<file path="src/rtl/mux_pkg.sv">
// Helpers shared by the round-robin stream multiplexer and its matching demultiplexer.
package mux_pkg;

   // Index width for n channels; a single channel still gets a 1-bit index.
   function automatic int safe_clog2(input int n);
      return (n > 1) ? $clog2(n) : 1;
   endfunction

endpackage

</file>
<file path="src/rtl/rr_arbiter.sv">
// Round-robin arbiter: one-hot grant to the first requester at or after ptr, wrapping at N.
// ptr moves to one past the granted index only when advance is high.
module rr_arbiter
   import mux_pkg::*;
#(
   parameter int N     = 16,
   parameter int IDX_W = safe_clog2(N)
) (
   input  logic             clk,
   input  logic             rst,
   input  logic [N-1:0]     req,
   input  logic             advance,
   output logic [N-1:0]     grant,
   output logic [IDX_W-1:0] grant_idx
);

   logic [IDX_W-1:0] ptr_q;
   logic [IDX_W-1:0] ptr_d;

   // Circular priority search starting at ptr_q.
   always_comb begin
      int   sum;
      int   cand;
      logic found;
      grant     = '0;
      grant_idx = '0;
      found     = 1'b0;
      sum       = 0;
      cand      = 0;
      for (int off = 0; off < N; off++) begin
         sum  = int'(ptr_q) + off;
         cand = (sum >= N) ? (sum - N) : sum;
         if (!found && req[cand]) begin
            grant[cand] = 1'b1;
            grant_idx   = IDX_W'(cand);
            found       = 1'b1;
         end else begin
            found = found;
         end
      end
   end

   // Explicit wrap compare: N need not be a power of two.
   always_comb begin
      if (advance) begin
         ptr_d = (grant_idx == IDX_W'(N - 1)) ? '0 : (grant_idx + IDX_W'(1));
      end else begin
         ptr_d = ptr_q;
      end
   end

   // Pointer register.
   always_ff @(posedge clk or posedge rst) begin
      if (rst) begin
         ptr_q <= '0;
      end else begin
         ptr_q <= ptr_d;
      end
   end

endmodule

</file>
<file path="src/rtl/rr_stream_mux.sv">
// Merges IN_INPUTS valid/ready streams into one registered stream tagged with its source index.
// Integrators: out_ready reaches in_ready through a combinational path (refill while draining).
module rr_stream_mux
   import mux_pkg::*;
#(
   parameter int IN_BITWIDTH = 1,
   parameter int IN_INPUTS   = 16,
   parameter int LOG2_OF_IN  = safe_clog2(IN_INPUTS)
) (
   input  logic                   clk,
   input  logic                   rst,
   input  logic [IN_BITWIDTH-1:0] in_data [IN_INPUTS],
   input  logic [IN_INPUTS-1:0]   in_valid,
   output logic [IN_INPUTS-1:0]   in_ready,
   output logic [IN_BITWIDTH-1:0] out_data,
   output logic [LOG2_OF_IN-1:0]  out_sel,
   output logic                   out_valid,
   input  logic                   out_ready
);

   logic                   out_valid_q, out_valid_d;
   logic [IN_BITWIDTH-1:0] out_data_q,  out_data_d;
   logic [LOG2_OF_IN-1:0]  out_sel_q,   out_sel_d;
   logic                   load;
   logic                   advance;
   logic [IN_INPUTS-1:0]   grant;
   logic [LOG2_OF_IN-1:0]  grant_idx;
   logic [IN_BITWIDTH-1:0] picked;

   assign load     = ~out_valid_q | out_ready;
   assign advance  = (|in_valid) & load;
   assign in_ready = rst ? '0 : (grant & {IN_INPUTS{load}});

   rr_arbiter #(
      .N     (IN_INPUTS),
      .IDX_W (LOG2_OF_IN)
   ) u_arb (
      .clk       (clk),
      .rst       (rst),
      .req       (in_valid),
      .advance   (advance),
      .grant     (grant),
      .grant_idx (grant_idx)
   );

   // AND-OR select keeps non-granted (possibly X) data off the output path.
   always_comb begin
      picked      = '0;
      out_valid_d = out_valid_q;
      out_data_d  = out_data_q;
      out_sel_d   = out_sel_q;
      for (int i = 0; i < IN_INPUTS; i++) begin
         picked = picked | (in_data[i] & {IN_BITWIDTH{grant[i]}});
      end
      if (load) begin
         out_valid_d = |grant;
         if (|grant) begin
            out_data_d = picked;
            out_sel_d  = grant_idx;
         end else begin
            out_data_d = out_data_q;
            out_sel_d  = out_sel_q;
         end
      end else begin
         out_valid_d = out_valid_q;
      end
   end

   // Output register; reset discards any buffered beat.
   always_ff @(posedge clk or posedge rst) begin
      if (rst) begin
         out_valid_q <= 1'b0;
         out_data_q  <= '0;
         out_sel_q   <= '0;
      end else begin
         out_valid_q <= out_valid_d;
         out_data_q  <= out_data_d;
         out_sel_q   <= out_sel_d;
      end
   end

   assign out_valid = out_valid_q;
   assign out_data  = out_data_q;
   assign out_sel   = out_sel_q;

endmodule

</file>
<file path="config.mk">
export PLATFORM = sky130hd
export DESIGN_NAME = rr_stream_mux
export DESIGN_NICKNAME = d
export VERILOG_FILES = /design/src/rtl/mux_pkg.sv /design/src/rtl/rr_arbiter.sv /design/src/rtl/rr_stream_mux.sv
export SDC_FILE = /design/constraint.sdc
export NUM_CORES = 1
export LEC_CHECK = 0
export ABC_AREA = 1
export CORE_MARGIN = 2
export CORE_UTILIZATION = 54
export CTS_CLUSTER_SIZE = 20
export DETAILED_ROUTE_END_ITERATION = 7
export PLACE_DENSITY = 0.82
export SLEW_MARGIN = 15
export SYNTH_ARGS = -nofsm -noshare
export SYNTH_HDL_FRONTEND = slang
export SYNTH_SLANG_ARGS = --single-unit
</file>
<file path="constraint.sdc">
create_clock -name clk -period 9.5 [get_ports clk]
set_clock_uncertainty 0.1 [all_clocks]
set_input_delay 1.9 -clock clk [delete_from_list [all_inputs] [get_ports clk]]
set_output_delay 1.9 -clock clk [all_outputs]
set_load 0.005 [all_outputs]
</file>
==> summary.md <==
| Metric | Value |
|---|---|
| Tmin final | `8.39 ns` |
| Final Slew Violations | `0` |
| CTS tree | `built` |
| Die W | `111 um` |
| Hpwl dp | `22.7 mm` |
| Worst Reg-to-Reg Cells | `30` |
| Crit path launch | `in_valid[11]` |
| I/O pins | `57` |
| CTS buffer count | `3` |
| Clk Latency, worst-skew pair | `0.24 ns` |
| Post-DR wirelength/cell | `19.8 um` |
| Reg-to-reg critical path endpoint | `u_arb.ptr_q[3]$_DFFE_PP0P_` |
| Total wire length | `29.8 mm` |
| Post-CTS Hold Buffers | `0` |
| Total GRT Usage | `46.9%` |
| Starting density of the core | `56.0%` |
| Setup WS pre-CTS | `1.29 ns` |
| Initial antenna violation count | `0` |
| Synth Area in XOR/XNOR | `0.590%` |
| Main combinational cell family by area after synthesis | `simple AND/OR/NAND/NOR gates` |
| CP max FO | `27` |
| Critical path required time | `7.50 ns` |
| Final #Nets | `1418` |
| Core Area | `11000 um^2` |
| Most common cell in the synthesized netlist | `nand2_1` |
| Post-synth top cells | `369 x nand2_1, 358 x nor2_1, 242 x nand3_1` |
| Hold path depth | `2` |
| Critical path endpoint category | `primary output` |
| Vias in the first global route | `8708` |
| Ys flop type | `dfrtp_1` |
| Finish-stage setup viols | `0` |
| Via count | `9317` |
| Fin util | `62.1%` |
| RD Place Congestion | `1.15` |
| Hold Fails Final Rpt | `0` |
| PortBufs | `56` |
| Setup crit end | `in_ready[4]` |
| RSZ-0062 raised after global routing | `false` |
| Compound-Gate Fraction of Synth Area | `2.89%` |
| # DRC | `23` |
| Number of synthesized register bits | `10` |
| Resized cells post-CTS | `0` |
| Asr flop ratio synth | `100%` |
| Fillers | `1201` |
| Largest net degree at the start of global routing | `28` |
| Violated checks | `DRC` |
| R2r setup slk | `3.07 ns` |
| Syn. warnings | `0` |
| ANT cells | `0` |
| Worst-Margin Slew | `1.05 ns` |
| Final Cycle Share | `88.3%` |
| Reg2Reg Launch Point | `u_arb.ptr_q[1]$_DFFE_PP0P_` |
| Number of synthesized flops with an enable pin | `0` |
| Final worst setup slack | `1.11 ns` |
| Clock Tree Buf Depth | `2` |
| Share of layout cells above drive strength 1 | `4.11%` |
| Achievable Freq | `0.119 GHz` |
| Outcome | `finished with violations` |
| DR iter-0 viols | `1704` |
| Largest cells by area after synthesis | `nand2_1 23%, nor2_1 22%, nand3_1 20%, inv_1 10%, dfrtp_1 4.1%` |
| Synth Area in Simple Gates | `73.3%` |
| DR vias/cell | `6.20` |
| TNS Setup | `0 ns` |
| Mapped Area | `6150 um^2` |
| Netlist cell types | `41` |
| Placed Area | `6730 um^2` |
| Die Ht | `111 um` |
| Post-Synth Adder-Cell Area | `3.86%` |
| Setup bufs post-CTS | `0` |
| Finished Cell Area | `6820 um^2` |
| Startpoint types | `input pin` |
| Clock Sink Count | `10` |
| Post-route antenna net violation count | `0` |
| Synth-to-layout area growth | `10.8%` |
| Area of the multi-input gates | `4960 um^2` |
| Reg clk slew, reported paths | `0.04 ns` |
| Slew HR | `29.8%` |
| Sequential element share of the synthesized area | `4.07%` |
| Min-delay worst type | `register to register` |
| Crit path DAT | `6.39 ns` |
| CTS root buffer | `clkbuf_16` |
| Syn Inst Count | `1339` |
| Seq. cell area | `250 um^2` |
| Die Area | `12300 um^2` |
| DRT Pass-1 Iters | `8` |
| CTS H-tree lvls | `1` |
| First-pass GRT wire length | `46.1 mm` |
| Mux contribution to synthesized area | `0%` |
| Cell Rows | `38` |
| Post-Syn Nets | `1393` |
| Largest area contributor in the netlist | `nand2_1` |
| Max-capacitance violation count | `0` |
| GRT overflow | `0` |
| Crit Path Category | `input pin to primary output` |
| Share of the synthesized area in the top cell type | `22.5%` |
| Mean Syn Cell Area | `4.59 um^2` |
## layout make-up
type / instances / share of cell area (%)
Sequential cell: 10 / 3.67
Timing Repair Buffer: 66 / 9.32
Inverter: 187 / 10.3
Tap cell: 140 / 2.57
Multi-Input combinational cell: 1096 / 72.8
Clock buffer: 4 / 1.30
## critical path: stages
cell and delay [ns]:
clkdlybuf4s50_1 0.46, nand2_1 0.12, nand3_1 0.10, nand3_1 0.10, nand2_1 0.10, nand2_1 0.12, nand2_2 0.24, nor2_4 0.40
nand4_4 0.20, nor2_8 0.20, nand4_4 0.16, nor2_8 0.21, nand3_4 0.14, nor3_4 0.82, nand3_1 0.27, nand3_1 0.15
nor2_1 0.09, nor2_1 0.09, clkdlybuf4s50_1 0.51
## how the worst min path moves through the flow
stage | to | start | slack (ns)
3_3_place_gp | out_sel[3]$_DFFE_PP0P_ | out_sel[3]$_DFFE_PP0P_ | 0.36
3_5_place_dp | out_sel[3]$_DFFE_PP0P_ | out_sel[3]$_DFFE_PP0P_ | 0.36
5_1_grt | out_sel[1]$_DFFE_PP0P_ | out_sel[1]$_DFFE_PP0P_ | 0.40
6_report | out_sel[1]$_DFFE_PP0P_ | out_sel[1]$_DFFE_PP0P_ | 0.37
4_1_cts | out_sel[3]$_DFFE_PP0P_ | out_sel[3]$_DFFE_PP0P_ | 0.37
2_1_floorplan | out_sel[0]$_DFFE_PP0P_ | out_sel[0]$_DFFE_PP0P_ | 0.37
## state kept, by name (all words and copies together) (netlist names)
register,cells
out_data,1
out_valid,1
out_sel,4
u_arb.ptr_q,4
## layout by cell type (no fill, tap or decap), types with 6 or more instances in the layout
cell	Yosys	routed
ha_1	19	19
nor2_1	358	358
clkdlybuf4s50_1	0	56
nand2_2	8	8
inv_2	14	14
nand3_1	242	242
nor3_1	6	6
buf_4	5	10
o21ai_0	14	14
dfrtp_1	10	10
inv_1	171	171
nand2_1	369	369
nand4_1	31	31
## through the flow
step	instances	hold slack (ns)
6_report	1503	0.371
5_1_grt	1503	0.397
4_1_cts	1503	0.373
3_5_place_dp	1499	0.362
3_3_place_gp	1499	0.355
2_1_floorplan	1339	0.365
## routing by layer
| layer | vias up | track usage, % | share of wire, % |
|---|---|---|---|
| li1 | 4233 | - | - |
| met4 | 0 | 32.3 | 8.5 |
| met3 | 208 | 10.0 | 14 |
| met5 | - | 0 | 0 |
| met1 | 4054 | 58.5 | 36 |
| met2 | 822 | 72.1 | 42 |
## cell families (layout without fill, tap and decap cells)
family | count (synthesis) | count (layout)
xor gates and xnor gates | 2 | 2
adders and majority gates | 19 | 19
AOI/OAI and AO/OA | 32 | 32
DFF | 10 | 10
buffers and inverters | 233 | 257
and+or+nand+nor | 1043 | 1043
Power is left out: the tool's default activity adds up to more than one toggle a clock period on the data nets, which glitch-free logic cannot reach.
